<file path="src/rtl/pulse_train_pkg.sv">
// Shared types and constants for the pulse train generator.
package pulse_train_pkg;

    typedef enum logic [1:0] {
        IDLE = 2'd0,
        HIGH = 2'd1,
        LOW  = 2'd2,
        FIN  = 2'd3
    } state_t;

    // A gap of at least one cycle lets the downstream synchronizer separate pulses.
    localparam int MIN_WIDTH = 1;
    localparam int MIN_GAP   = 1;

endpackage

</file>
<file path="src/rtl/pulse_phase_cnt.sv">
// Loadable down-counter timing one HIGH or LOW phase; tc marks the phase's last cycle.
module pulse_phase_cnt #(
    parameter int W = 8
) (
    input  logic         clk,
    input  logic         rst_n,
    input  logic         clear,
    input  logic         load,
    input  logic         en,
    input  logic [W-1:0] load_val,
    output logic         tc
);

    logic [W-1:0] count;

    // NOTE: sequential state uses non-blocking assignments so every register samples pre-edge values.
    always_ff @(posedge clk or negedge rst_n) begin
        if (!rst_n) begin
            count <= '0;
        end else if (clear) begin
            count <= '0;
        end else if (load) begin
            count <= load_val;
        end else if (en && count != '0) begin
            count <= count - 1'b1;
        end
    end

    assign tc = (count == W'(1));

endmodule

</file>
<file path="src/rtl/pulse_train_gen.sv">
// Emits W-high / G-low pulse trains of n pulses with a start/busy/done handshake.
module pulse_train_gen
    import pulse_train_pkg::*;
#(
    parameter int CNT_W = 8,
    parameter int NUM_W = 8
) (
    input  logic             clk,
    input  logic             rst_n,
    input  logic             start,
    input  logic             abort,
    input  logic [CNT_W-1:0] pulse_width,
    input  logic [CNT_W-1:0] gap_len,
    input  logic [NUM_W-1:0] num_pulses,
    output logic             pulse_out,
    output logic             busy,
    output logic             done,
    output logic [NUM_W-1:0] pulse_idx
);

    state_t             state;
    logic [CNT_W-1:0]   width_q;
    logic [CNT_W-1:0]   gap_q;
    logic [NUM_W-1:0]   num_q;
    logic [CNT_W-1:0]   width_sat;
    logic [CNT_W-1:0]   gap_sat;
    logic [CNT_W-1:0]   cnt_val;
    logic               cnt_load;
    logic               cnt_en;
    logic               cnt_tc;
    logic               last_pulse;

    assign width_sat  = (pulse_width < CNT_W'(MIN_WIDTH)) ? CNT_W'(MIN_WIDTH) : pulse_width;
    assign gap_sat    = (gap_len < CNT_W'(MIN_GAP)) ? CNT_W'(MIN_GAP) : gap_len;
    assign last_pulse = (pulse_idx == num_q - NUM_W'(1));
    assign busy       = (state != IDLE);

    // NOTE: every always_comb output gets a default first so no latch is inferred.
    always_comb begin
        cnt_load = 1'b0;
        cnt_en   = 1'b0;
        cnt_val  = width_q;
        case (state)
            IDLE: begin
                cnt_load = start && !abort;
                cnt_val  = width_sat;
            end
            HIGH: begin
                cnt_en   = 1'b1;
                cnt_load = cnt_tc && !last_pulse;
                cnt_val  = gap_q;
            end
            LOW: begin
                cnt_en   = 1'b1;
                cnt_load = cnt_tc;
                cnt_val  = width_q;
            end
            default: ;
        endcase
    end

    pulse_phase_cnt #(.W(CNT_W)) u_phase_cnt (
        .clk      (clk),
        .rst_n    (rst_n),
        .clear    (abort),
        .load     (cnt_load),
        .en       (cnt_en),
        .load_val (cnt_val),
        .tc       (cnt_tc)
    );

    // pulse_out and done are registered alongside the state so they cannot glitch.
    // NOTE: async reset clears every register, including the latched config, for a known power-up state.
    always_ff @(posedge clk or negedge rst_n) begin
        if (!rst_n) begin
            state     <= IDLE;
            width_q   <= '0;
            gap_q     <= '0;
            num_q     <= '0;
            pulse_idx <= '0;
            pulse_out <= 1'b0;
            done      <= 1'b0;
        end else begin
            done <= 1'b0;
            if (abort) begin
                state     <= IDLE;
                pulse_out <= 1'b0;
            end else begin
                case (state)
                    IDLE: if (start) begin
                        width_q   <= width_sat;
                        gap_q     <= gap_sat;
                        num_q     <= num_pulses;
                        pulse_idx <= '0;
                        if (num_pulses == '0) begin
                            state <= FIN;
                            done  <= 1'b1;
                        end else begin
                            state     <= HIGH;
                            pulse_out <= 1'b1;
                        end
                    end
                    HIGH: if (cnt_tc) begin
                        pulse_out <= 1'b0;
                        if (last_pulse) begin
                            state <= FIN;
                            done  <= 1'b1;
                        end else begin
                            state <= LOW;
                        end
                    end
                    LOW: if (cnt_tc) begin
                        state     <= HIGH;
                        pulse_out <= 1'b1;
                        pulse_idx <= pulse_idx + 1'b1;
                    end
                    default: state <= IDLE;
                endcase
            end
        end
    end

endmodule

</file>
<file path="config.mk">
export PLATFORM = sky130hd
export DESIGN_NAME = pulse_train_gen
export DESIGN_NICKNAME = d
export VERILOG_FILES = /design/src/rtl/pulse_train_pkg.sv /design/src/rtl/pulse_phase_cnt.sv /design/src/rtl/pulse_train_gen.sv
export SDC_FILE = /design/constraint.sdc
export NUM_CORES = 1
export LEC_CHECK = 0
export ABC_AREA = 1
export CORE_ASPECT_RATIO = 1.75
export CORE_UTILIZATION = 55
export CTS_CLUSTER_DIAMETER = 200
export DETAILED_ROUTE_END_ITERATION = 8
export GPL_TIMING_DRIVEN = 0
export PLACE_DENSITY = 0.78
export SYNTH_ARGS = -nofsm -noshare
export SYNTH_HDL_FRONTEND = slang
export SYNTH_HIERARCHICAL = 1
export SYNTH_SLANG_ARGS = --single-unit
</file>
<file path="constraint.sdc">
create_clock -name clk -period 2.6 [get_ports clk]
set_input_delay 0.26 -clock clk [delete_from_list [all_inputs] [get_ports clk]]
set_output_delay 0.26 -clock clk [all_outputs]
set_load 0.005 [all_outputs]
</file>
## Word-level counts from Yosys, hierarchy flattened

Index checks and enable logic that the tools add are counted.

- Register bits after elaboration: 44
- Word-level logic and storage cells: 71

- $add $sub $neg: 3
- Magnitude comparators: 2
- Equal/unequal tests: 10
- Mux-type cells: 30
- Bitwise operators: 1
- Reductions and logical operators: 17

Operators with widths:

| operator | number |
|---|---|
| $mux W8 | 7 |
| $pmux W8 S2 | 2 |
| $lt A8 B1 Y1 const B | 2 |
| $sub A8 B1 Y8 const B | 2 |
| $mux W1 | 12 |
| $ne A3 B3 Y1 const B | 4 |
| $mux W2 | 5 |
| $add A8 B1 Y8 const B | 1 |
| $eq A8 B1 Y1 const B | 1 |
| $eq A8 B8 Y1 | 1 |
| $logic_not A8 Y1 | 1 |
| $reduce_bool A8 Y1 | 1 |
| $pmux W1 S3 | 2 |
| $pmux W2 S3 | 1 |
| $reduce_and A3 Y1 | 2 |
| $reduce_and A5 Y1 | 1 |
| $ne A2 B2 Y1 const B | 2 |
| $reduce_and A4 Y1 | 1 |
| $reduce_bool A2 Y1 | 2 |
| $reduce_bool A4 Y1 | 1 |
| $logic_and A1 B1 Y1 | 3 |
| $reduce_bool A3 Y1 | 1 |
| $eq A2 B1 Y1 const B | 1 |
| $eq A2 B2 Y1 const B | 1 |
| other kinds (5) | 6 |

## Longest topological paths before layout

Gate-level depths: netlist of the first run.

- Depth after elaboration: 7
- Depth in mapped cells: 19
- Depth with buffers taken out: 18

## Cells and area by module

Netlist of the first run, hierarchy kept.

By module, submodules not included:

| module | instances | cells an instance | area an instance (µm²) | seq. area each (µm²) |
|---|---|---|---|---|
| pulse_train_gen | 1 | 300 | 2157.1 | 900.9 |
| pulse_phase_cnt | 1 | 88 | 636.9 | 200.2 |

## Least setup slack after synthesis of the first run

OpenSTA, ideal clock, no wires.

- Kind: register -> register
- Start: register state[0]
- End: register u_phase_cnt.count[7]
- Library setup time: 0.118 ns
- Arrival: 2.169 ns
- Data required time: 2.482 ns
- Setup slack: 0.313 ns
- Stages on the path, launching flop included: 13
- Period minus slack after synthesis: 2.287 ns
- Cells stage by stage: dfrtp_1 > inv_1 > ha_1 > inv_2 > nor3_4 > inv_2 > buf_2 > a21oi_1 > buf_2 > inv_2 > or2_2 > nand4_1 > nand2_1

RTL lines:

| what | RTL line | RTL |
|---|---|---|
| from (decl) | pulse_train_gen.sv:21 | `state_t state;` |
| from (signal assigned) | pulse_train_gen.sv:76 | `state <= IDLE;` |
| from (signal assigned) | pulse_train_gen.sv:86 | `state <= IDLE;` |
| from (signal assigned) | pulse_train_gen.sv:96 | `state <= FIN;` |
| $eq A2 B2 Y1 (tied with other cells) | pulse_train_gen.sv:43 | `case (state)` |
| $pmux W1 S3 (*) | pulse_train_gen.sv:43 |  |
| via cnt_load | pulse_train_gen.sv:28 | `logic cnt_load;` |
| $mux W8 | pulse_phase_cnt.sv:22 | `end else if (load) begin` |
| $mux W8 | pulse_phase_cnt.sv:20 | `end else if (clear) begin` |
| to (signal assigned) | pulse_phase_cnt.sv:23 | `count <= load_val;` |
| to (signal assigned) | pulse_phase_cnt.sv:25 | `count <= count - 1'b1;` |
| to (decl) | pulse_phase_cnt.sv:14 | `logic [W-1:0] count;` |

Mark *: on every way through the listed nets, which the timed path passes. The rest lies on a longest branch.
A chain may end at the register's enable or synchronous reset.

## Worst setup path after layout of the first run

- Start: register state[1]
- End: register u_phase_cnt.count[7]

The elaborated chain is that of the path after synthesis.

==> flow_results.org, run 1 <==
** Pwr
- The design draws 3.49 mW.
- Leakage power figure :: 1.66 nW
- Maximum vdd ir drop :: 0.716 mV
- Cell area power density :: 1020 mW/mm²

** Logic synthesis
- For this run, the leading register cell type out of synthesis is dfrtp_1.
- Mapped cell area :: 0.00279 mm²
- The Yosys step of the flow raised 6 warnings.
- Yosys mapped a number of flops with a built-in enable equal to 0.
- Flop and latch count out of synthesis :: 44
- Syn nets :: 425
- Of all cell types, the one taking the most synthesized area is dfrtp_1.
- Most numerous cell types in the synthesized netlist :: nand2_1 (133), dfrtp_1 (44), inv_1 (42)
- nand2_1 is the most common cell in the netlist.
- Sorting the synthesized cells by area gives the leading types as dfrtp_1 (39%), nand2_1 (18%), inv_1 (5.6%).
- In the synthesized netlist, the number of instances is 388.
- Synth top area share :: 0.394
- Distinct cell type count of the synthesized netlist :: 35
- Of the synthesized area, sequential elements account for 0.394.
- For this run, asynchronously set or reset flops after synthesis account for 1.00.
- Mean area per synthesized cell :: 7.20 µm²

** Route
- Total number of vias :: 2644
- After detailed routing, the total wire length is 6870 µm.
- Post-detailed-route DRC marker count :: 0
- After detailed routing, the average wire length per cell comes to 14.0 µm.
- TritonRoute pass-1 iters :: 4
- After the first detailed-routing iteration, the DRC count stood at 130.
- In the routed layout, each cell is associated on average with a via count of 5.40.
- In this run the remaining antenna-violating nets after routing total 0.

** Placement
- Summed over all nets, the half-perimeter wirelength after detailed placement is 5250 µm.
- In this run the cell area measured after placement is 0.00326 mm².
- Global placer's final weighted congestion :: 0.887
- IO Port Bufs :: 38
- Worst setup slack before clock tree synthesis :: -0.188 ns

** GRT
- Largest net degree at the start of global routing :: 31
- Sum of overflow across all layers after global routing :: 0
- In the global route stage, overall resource usage came out at 0.266.
- The first global-routing pass estimated 11000 µm of wire.
- The number of global-route vias before repair was 2490.
- The initial antenna violation count was 0.

** STA
- Dividing the final minimum period by the clock period gives 0.940.
- The worst path needs 2.44 ns of the cycle, external delays included.
- Count of final hold-check violations :: 0
- Count of final setup violators :: 0
- Measured against its own limit, the worst slew margin works out to 0.652.
- Upper clock frequency limit :: 409 MHz
- At the pin with the least slew margin, the transition time is 0.520 ns.
- Setup repair after global routing missed its margin :: no
- Least setup slack across all paths after layout :: 0.155 ns
- The number of pins exceeding their max-slew limit in the final report came to 0.
- Clock skew on the completed layout was measured at 0.0110 ns.

** Critical path
- Along the worst path, the maximum fanout reaches 17.
- Arrival time at the worst endpoint :: 2.64 ns
- STA classifies the critical path endpoint as a flip-flop.
- Data on the critical path is required at its endpoint by 2.79 ns.
- The worst setup path is launched from a flip-flop.
- Start-to-end type of the worst setup path :: flip-flop to flip-flop

** Cells and area
- Of the cells placed in the final design, the portion with a size suffix greater than 1 is 0.115.
- Fillers :: 406
- At the end of the flow the core is filled with cells to 0.692.
- Relative to the synthesized area, the layout overhead comes to 22.3%.
- After routing the design area is 0.00342 mm².
- The net count of the finished layout is 472.
- The number of antenna diodes in the final layout is 0.

** CTS
- CTS tree :: done
- In this run the clock root is driven by a clkbuf_8.
- In this run the number of H-tree levels came out at 2.
- CTS max path bufs :: 2
- Clock latency of the later-clocked register in the worst-skew pair :: 0.31 ns
- Counting every sink on the clock net gives 44.
- Total clock buffers created by CTS :: 5
- Clock-pin slew was measured on the worst setup and hold paths at 0.08 ns.

** Floorplanning
- Starting utilization of the core area :: 0.566
- From bottom edge to top edge, the die measures 96.3 µm.
- In this run the horizontal extent of the chip is 55.9 µm.
- Die area :: 0.00538 mm²
- The core region is 0.00493 mm².
- The floorplan has 34 rows.
- For this design the top-level I/O count stands at 39.

** Hold path
- The min-delay analysis places its worst path in the category primary input to async pin.

** Flow run
- The tool flagged a number of max-cap violations equal to 0.

** Run status
- Result of the run :: completed
[path summary, 6_finish.rpt]
path                                       from                                to  slack, ns  cells past startpoint
setup / recovery           state[1]$_DFFE_PN0P_  u_phase_cnt/count[7]$_DFFE_PN0P_       0.16                     11
hold / removal                            rst_n  u_phase_cnt/count[7]$_DFFE_PN0P_       0.41                      2
setup reg to reg           state[1]$_DFFE_PN0P_  u_phase_cnt/count[7]$_DFFE_PN0P_       0.16                     11
hold reg to reg            gap_q[4]$_DFFE_PN0P_              gap_q[4]$_DFFE_PN0P_       0.48                      2
max in group asynchronous                 rst_n              num_q[4]$_DFFE_PN0P_       1.70                      3
min in group clk           gap_q[4]$_DFFE_PN0P_              gap_q[4]$_DFFE_PN0P_       0.48                      2
[sequential cells by signal, summed over array words and instances (netlist names)]
name	count
state	2
gap_q	8
u_phase_cnt/count	8
width_q	8
done	1
num_q	8
pulse_out	1
pulse_idx	8
[cell usage in the layout (no fill, tap or decap), drive strengths merged]
master / instances
clkdlybuf4s50: 37
dfrtp: 44
a31o: 1
buf: 7
nor4: 1
nand4: 5
nor3b: 1
nor3: 6
o211ai: 8
mux2i: 1
nand3b: 1
clkinvlp: 1
a31oi: 2
o21a: 1
nand2: 139
dlygate4sd3: 1
nand3: 22
ha: 9
o21ai: 34
bufinv: 1
clkbuf: 6
a21oi: 8
xor2: 3
inv: 47
xnor2: 1
or2: 3
nor2: 46
[where the power goes]
part           internal [mW]  total (mW)  leakage, nW  switching [mW]
sequential             0.931        1.15        0.569           0.217
combinational          0.680        1.80         1.04            1.12
clock                  0.290       0.545       0.0548           0.255
total                   1.90        3.49         1.66            1.59
[layer usage]
metal	GRT usage	up-vias	wire (µm)
li1	-	1327	-
met1	0.263	1241	2610
met2	0.541	62	3910
met3	0.0309	14	170
met4	0.124	0	180
met5	0	-	0
[per-stage QoR]
stage	hold WS, ns	TNS (ns)	cells
final	0.407	0	490
after global routing	0.445	0	490
after CTS	0.408	0	490
after detailed placement	0.199	-0.786	481
after global placement	0.458	-0.422	480
after floorplan	-0.0356	0	388
[final cells by class]
class / count / area (µm²) / area share
inverters: 46 / 175 / 0.0513
well taps: 54 / 67.6 / 0.0198
flip-flops and latches: 44 / 1100 / 0.322
clock buffers: 5 / 68.8 / 0.0201
multi-input cells: 292 / 1520 / 0.445
clock inverters: 3 / 46.3 / 0.0135
repair buffers: 41 / 413 / 0.121
plain buffers: 5 / 26.3 / 0.00769
[logic make-up after synthesis]
| kind of cell | count (synthesis) | synth area share |
|---|---|---|
| muxes | 1 | 0.00358 |
| buffers and inverters | 52 | 0.0730 |
| DFF | 44 | 0.394 |
| and+or+nand+nor | 224 | 0.363 |
| adders and majority gates | 9 | 0.0403 |
| xor gates and xnor gates | 4 | 0.0125 |
| AOI/OAI and AO/OA | 54 | 0.114 |
[timing repair]
action | 4_1_cts | 5_1_grt
setup buffers | 0 | 1
endpoints found under the hold margin | 14 | 0
hold buffers | 1 | 0
endpoints found under the setup margin | 8 | 8
gates resized for setup | 2 | 7
pin swaps | 1 | 1
[worst max-delay path, stage by stage (launching register included)]
cell     delay (ns)
dfrtp_1        0.42
inv_1          0.14
ha_4           0.19
inv_2          0.12
nor3_4         0.34
inv_2          0.21
a21oi_1        0.18
buf_4          0.18
inv_2          0.11
or2_2          0.28
nand4_1        0.09
nand2_1        0.06
No activity file was read; power rests on OpenSTA's default activity.
==> run 2: changes to the inputs <==
PLACE_DENSITY = 0.88   (was 0.78)
==> run 2 against run 1 <==
Fmax increased by 1.8%. Routed wire length decreased by 4.8%. Clock power fell by 1%. Global-route usage up 0.071 points.
==> flow_results.org, run 2 (synthesis results as in run 1) <==
** Floorplanning
- The row count is 34 (unchanged).
- Die area :: 0.00538 mm² (unchanged)
- Die height :: 96.3 µm (unchanged)
- The width of the die was 55.9 µm (unchanged).
- The number of placed I/O pins came to 39 (unchanged).
- The effective utilization at floorplan was 0.566 (unchanged).
- The area inside the core boundary came to 0.00493 mm² (unchanged).

** STA
- The slew of the pin with the lowest slew margin was 0.540 ns (+0.0206 ns).
- Portion of the clock cycle consumed by the worst path in the final layout :: 0.923 (-0.0169)
- The maximum operating frequency came to 416 MHz (+1.8%).
- The time the worst path needs with I/O delays and setup came to 2.40 ns (-0.0439 ns).
- Max Clock Skew :: 0.00852 ns (-0.00250 ns)
- Number of pins exceeding their max-slew limit in the final report :: 0 (unchanged)
- Count of final hold-check violations :: 0 (unchanged)
- The final number of setup-violating endpoints is 0 (unchanged).
- Worst relative slew slack :: 0.639 (-0.0136)
- Fin Hold WS :: 0.410 ns (+0.00314 ns)
- Setup repair after global routing missed its margin :: no

** Route
- The violation count after the first detailed-route iteration was 90 (-31%).
- The wire length after detailed routing came to 6540 µm (-4.8%).
- TritonRoute pass-1 iters :: 4 (unchanged)
- Post-detailed-route DRC marker count :: 0 (unchanged)
- Detailed-route vias per instance :: 5.41 (+0.25%)
- Total number of vias :: 2656 (+0.45%)
- Average wire per cell in the routed design :: 13.3 µm (-5.0%)
- Final antenna-violating net count :: 0 (unchanged)

** CTS
- The clock transition time at the flip-flop clock pins of the worst setup and hold paths is 0.09 ns (about the same).
- Clock latency of the later-clocked register in the worst-skew pair :: 0.30 ns (about the same)
- Total clock buffers created by CTS :: 5 (unchanged)
- H-tree depth reported by CTS :: 2 (unchanged)
- In this run the clock root is driven by a clkbuf_8.
- CTS tree :: done
- Number of sinks on the clock net :: 44 (unchanged)
- CTS max path bufs :: 2 (unchanged)

** GRT
- The global route total overflow came to 0 (unchanged).
- The largest net degree at the start of global routing came to 28 (-9.7%).
- The number of global-route vias before repair was 2533 (+1.7%).
- Wire length of the first global-routing pass :: 11100 µm (+1.3%)
- The all-layer global routing usage is 0.267 (+0.000707).
- Antenna violations before repair :: 0 (unchanged)

** Critical path
- Among the stages of the critical path, the cell type that occurs most often is inv_2.
- Among all stages on the critical path, the largest delay is contributed by dfrtp_1.
- The highest cell delay on the worst timing path was 0.42 ns (about the same).
- The critical path is of the flip-flop to flip-flop type.
- The critical path data required time is 2.79 ns (about the same).
- The count of buffering cells on the critical path with inverters included came to 6 (+1).
- The critical path goes through inv_1 > ha_4 > inv_2 > nor3_4 > inv_2 > buf_2 > a21oi_1 > buf_4 > inv_4 > or2_2 > nand4_1 > nand2_1.
- STA classifies the critical path startpoint as a flip-flop.
- Endpoint kind of the worst setup timing path :: flip-flop
- Kind of cell adding the most delay to the critical path :: buffers and inverters
- Maximum net fanout on the critical path :: 10 (-7)
- Arrival time at the worst endpoint :: 2.59 ns (-0.05 ns)

** Pwr
- Maximum vdd ir drop :: 0.677 mV (-5.5%)
- Leakage power figure :: 1.67 nW (+0.44%)
- Cell area power density :: 1010 mW/mm² (-1.1%)

** Cells and area
- The final cell count without fillers was 491 (+0.20%).
- Final standard cell utilization of the core :: 0.694 (+0.00178)
- Number of inserted diodes :: 0 (unchanged)
- Leaving out fill and tap cells, the most frequent cell in the layout is nand2_1.
- Final nets :: 473 (+0.21%)
- In the layout the commonest cells are nand2_1 (133), dfrtp_1 (44), inv_1 (41), nor2_1 (37), clkdlybuf4s50_1 (37).
- The total non-filler cell area in the finished layout was 0.00343 mm² (+0.26%).
- Layout cells sized above 1 :: 0.114 (-0.000262)
- Fillers :: 414 (+2.0%)
- Area growth syn-to-layout :: 22.6%

** Placement
- The count of port buffers added during placement is 38 (unchanged).
- Global placer's final weighted congestion :: 0.889 (+0.21%)
- The post-placement cell count was 481 (unchanged).
- The cell area after placement came to 0.00326 mm² (unchanged).
- The placed wire-length estimate after detailed placement is 4970 µm (-5.2%).

** Hold path
- The min-delay analysis places its worst path in the category primary input to async pin.

** Run status
- The flow ran to the end, and the final reports show no timing, DRC or antenna violations.

** Flow run
- The max-capacitance violation count came to 0 (unchanged).
-- run 2: final timing paths --
check,from,end,slack [ns],cells after the start
setup reg to reg,state[0]$_DFFE_PN0P_,u_phase_cnt/count[7]$_DFFE_PN0P_,0.20,12
hold reg to reg,gap_q[3]$_DFFE_PN0P_,gap_q[3]$_DFFE_PN0P_,0.48,2
max in group asynchronous,rst_n,done$_DFF_PN0_,1.69,3
setup / recovery,state[0]$_DFFE_PN0P_,u_phase_cnt/count[7]$_DFFE_PN0P_,0.20,12
hold / removal,rst_n,num_q[4]$_DFFE_PN0P_,0.41,2
min in group clk,gap_q[3]$_DFFE_PN0P_,gap_q[3]$_DFFE_PN0P_,0.48,2
-- run 2: cell type report --
type                            count  area (µm²)  share of cell area
Buffer                              6        31.3             0.00913
Clock buffer                        5        68.8              0.0201
Clock inverter                      3        47.5              0.0139
Inverter                           46         178              0.0519
Multi-Input combinational cell    292        1520               0.443
Sequential cell                    44        1100               0.321
Tap cell                           54        67.6              0.0197
Timing Repair Buffer               41         413               0.121
-- run 2: repair_timing --
item	in CTS	in global routing
setup buffers	0	1
hold buffers	1	0
pin swaps	1	1
hold endpoints to repair	17	0
gates resized for setup	5	4
setup endpoints to repair	8	8
-- run 2: worst reg2reg max path: cells and delay by family (launching register included) --
family | cells | cell delay (ns)
flops | 1 | 0.42
compound gates | 1 | 0.16
simple gates | 4 | 0.68
buf+inv | 6 | 0.85
fa+ha+maj | 1 | 0.20
-- run 2: where the power goes --
group / total (mW) / internal, mW / switching [mW]
combinational: 1.78 / 0.678 / 1.10
sequential: 1.15 / 0.931 / 0.219
clock: 0.538 / 0.289 / 0.248
total: 3.46 / 1.90 / 1.56
-- run 2: through the flow --
| step | power (mW) | setup WS (ns) | TNS [ns] |
|---|---|---|---|
| global placement | 2.78 | -0.145 | -0.417 |
| global route | 3.77 | 0.0244 | 0 |
| CTS | 3.44 | 0.0457 | 0 |
| floorplan | 2.38 | 0.313 | 0 |
| detailed placement | 2.85 | -0.177 | -0.604 |
| finish | 3.46 | 0.199 | 0 |
-- run 2: layer usage --
layer,wire [µm],GRT usage,vias up
met5,0,0,-
met3,222,0.0336,28
met1,2430,0.280,1214
met4,290,0.146,0
met2,3590,0.511,85
li1,-,-,1329
==> run 3: changes to the inputs <==
clock period = 2.21 ns   (was 2.6 ns; I/O delays follow)
==> run 3 against run 2 <==
The run now ends with negative setup slack left. Highest routed layer unchanged. Final area increased by 5.8%. Combinational power increased by 40%. Critical path type unchanged. First-iteration DRC count increased by 91%. Largest power group unchanged. Clock power increased by 36%. Clock skew increased by 0.0020 ns.
==> flow_results.org, run 3 (synthesis results as in run 1) <==
** Cells and area
- The area growth from synthesis to layout is 29.7%.
- Number of inserted diodes :: 0 (unchanged)
- Count of placed standard cells in the final layout, fillers left out :: 500 (+1.8%)
- Final nets :: 483 (+2.1%)
- The library cell used most frequently in the layout, excluding fill and tap cells, is nand2_1.
- The library cells used most frequently in the layout, excluding fill and tap cells, are nand2_1 (130), dfrtp_1 (43), clkdlybuf4s50_1 (37), inv_1 (36), nor2_1 (32).
- Fillers :: 364 (-12%)
- The fraction of final layout cells with drive strength greater than 1 is 0.168 (+0.0537).

** CTS
- The CTS buffer count is 5 (unchanged).
- Clock tree synthesis selected as its root buffer the cell clkbuf_8.
- The largest buffer count on any clock path was 2 (unchanged).
- CTS tree :: done
- The number of H-tree levels is 2 (unchanged).
- Number of sinks on the clock net :: 44 (unchanged)
- The clock latency at the later pin of the worst-skew pair was 0.30 ns (about the same).
- The clock transition time at the flip-flop clock pins of the worst setup and hold paths is 0.09 ns (about the same).

** STA
- Upper clock frequency limit :: 451 MHz (+8.2%)
- The time the worst path needs with I/O delays and setup is 2.22 ns (-0.183 ns).
- Setup repair after global routing missed its margin :: yes
- Transition time of the tightest slew-check pin :: 0.625 ns (+0.0843 ns)
- The worst-case setup margin in the final layout came to -0.00831 ns (-0.207 ns).
- The number of hold violations in the final report came to 0 (unchanged).
- Number of pins exceeding their max-slew limit in the final report :: 0 (unchanged)
- Count of final setup violators :: 1 (+1)
- The worst slew margin relative to its limit is 0.582 (-0.0563).
- The final cycle utilization of the critical path is 1.00 (+0.0803).
- The maximum clock skew at final layout is 0.0106 ns (+0.00205 ns).

** Route
- The first-pass detailed-route iteration total was 4 (unchanged).
- The wire length after detailed routing came to 7360 µm (+13%).
- The violation count after the first detailed-route iteration is 172 (+91%).
- The average wire length per cell after detail routing was 14.7 µm (+11%).
- The count of nets left with antenna violations after detail routing came to 0 (unchanged).
- Detailed-route vias per instance :: 5.72 (+5.7%)
- The number of vias after detailed routing is 2860 (+7.7%).
- Post-detailed-route DRC marker count :: 0 (unchanged)

** GRT
- The largest net degree at the start of global routing is 26 (-7.1%).
- The all-layer global routing usage was 0.278 (+0.0111).
- Number of global-route vias before repair :: 2738 (+8.1%)
- Sum of overflow across all layers after global routing :: 0 (unchanged)
- Wire length of the first global-routing pass :: 11700 µm (+4.8%)
- The initial antenna violation count was 0 (unchanged).

** Critical path
- The arrival time at the worst endpoint was 2.46 ns (-0.13 ns).
- Start-to-end type of the worst setup path :: flip-flop to flip-flop
- The worst-path maximum fanout came to 6 (-4).
- R2R Path Start :: num_q[1]$_DFFE_PN0P_
- In this run the critical register-to-register path is captured at u_phase_cnt/count[1]$_DFFE_PN0P_.
- STA classifies the critical path startpoint as a flip-flop.
- The logic depth of the worst register-to-register path was 17 (+5).
- Required time of the critical path :: 2.45 ns (-0.34 ns)
- Endpoint kind of the worst setup timing path :: flip-flop
- The register-to-register setup slack is -0.008 ns (-0.21 ns).

** Flow run
- Max-cap viol count :: 0 (unchanged)

** Pwr
- The internal cell power came to 2.53 mW (+33%).
- The cell area power density is 1270 mW/mm² (+25%).
- Reg power frac :: 0.299 (-0.033)
- The reported net switching power is 2.06 mW (+32%).
- The maximum resistive drop on vdd is 0.912 mV (+35%).
- The proportion of total power due to net switching is 0.449 (-0.00246).
- Leakage power figure :: 1.74 nW (+4.2%)
- The power share of the combinational group was 0.541 (+0.028).
- The clock group share of total power came to 0.159 (+0.004).

** Floorplanning
- The effective utilization at floorplan is 0.566 (unchanged).
- Ports placed on the boundary :: 39 (unchanged)
- The area inside the core boundary is 0.00493 mm² (unchanged).
- Horizontal extent of the die :: 55.9 µm (unchanged)
- The area of the die is 0.00538 mm² (unchanged).
- Site row count :: 34 (unchanged)
- Die height :: 96.3 µm (unchanged)

** Run status
- The flow ran to the end, but the final reports show violations.
- Violated checks :: negative setup slack

** Placement
- Global placer's final weighted congestion :: 0.862 (-3.0%)
- The placed wire-length estimate after detailed placement was 5230 µm (+5.1%).
- The worst slack at placement is -0.425 ns (-0.248 ns).
- The post-placement cell count is 481 (unchanged).
- IO Port Bufs :: 38 (unchanged)

** Hold path
- Tightest Hold Check Type :: primary input to async pin
run 3: cell count changes in the layout (fill, tap and decap cells not counted), sizes merged:
cell    delta
nor2       +1
bufinv     +1
buf        +8
clkinv     -1
run 3: cell type report:
class                           instances  area, µm²  area share
Multi-Input combinational cell        293       1590       0.440
Buffer                                  5       30.0     0.00829
Tap cell                               54       67.6      0.0186
Clock buffer                            5       68.8      0.0190
Clock inverter                          2       60.1      0.0166
Timing Repair Buffer                   50        504       0.139
Timing Repair inverter                  1       6.26     0.00173
Inverter                               46        190      0.0525
Sequential cell                        44       1100       0.304
run 3: repair_timing:
item,CTS,global route
pin swaps,3,15
hold buffers,1,0
gates resized for setup,10,27
hold endpoints to repair,19,0
endpoints found under the setup margin,8,10
cloned,0,2
buffers inserted,4,6
run 3: stage by stage:
stage	setup TNS [ns]	total power, mW	hold slack, ns	utilization	instance area, µm²
floorplan	0	2.83	-0.0746	-	2810
global placement	-14.43	3.30	0.461	0.660	3260
CTS	0	4.25	0.446	0.703	3470
finish	-0.00831	4.59	0.429	0.734	3620
global route	-0.742	4.90	0.471	0.734	3620
detailed placement	-3.04	3.40	0.227	0.665	3280
run 3: how the worst max path moves through the flow:
stage | slack [ns] | start | end | depth (start not counted)
floorplan | 0.01 | state[0]$_DFFE_PN0P_ | u_phase_cnt/count[7]$_DFFE_PN0P_ | 12
global placement | -0.41 | abort | u_phase_cnt/count[7]$_DFFE_PN0P_ | 10
detailed placement | -0.42 | abort | u_phase_cnt/count[7]$_DFFE_PN0P_ | 10
CTS | 0.003 | num_q[1]$_DFFE_PN0P_ | u_phase_cnt/count[2]$_DFFE_PN0P_ | 17
global route | -0.10 | num_q[1]$_DFFE_PN0P_ | u_phase_cnt/count[1]$_DFFE_PN0P_ | 17
finish | -0.008 | num_q[1]$_DFFE_PN0P_ | u_phase_cnt/count[1]$_DFFE_PN0P_ | 17
run 3: worst max-delay path, stage by stage, from the launching register on:
cell and delay, ns:
dfrtp_1 0.41, inv_2 0.09, ha_4 0.19, nand2_4 0.06, nor2_4 0.11, nand2_1 0.06
nand3_1 0.08, nand2_1 0.07, nor2_2 0.15, nand3_1 0.11, nand2_1 0.10, a21oi_2 0.06
buf_6 0.15, clkinv_8 0.07, nand2_8 0.08, nor2_4 0.18, nand2_1 0.11, o21ai_2 0.06
run 3: routing by layer:
metal / GRT usage / wire length [µm]
met1: 0.263 / 2620
met2: 0.576 / 4200
met3: 0.0363 / 254
met4: 0.130 / 281
met5: 0 / 0
run 3: power by group through the flow:
| stage | combinational (mW) | sequential [mW] | clock (mW) |
|---|---|---|---|
| 3_3_place_gp | 1.96 | 1.34 | 0 |
| 4_1_cts | 2.17 | 1.35 | 0.732 |
| 6_report | 2.49 | 1.37 | 0.732 |
| 3_5_place_dp | 2.04 | 1.36 | 0 |
| 2_1_floorplan | 1.54 | 1.29 | 0 |
| 5_1_grt | 2.73 | 1.41 | 0.764 |
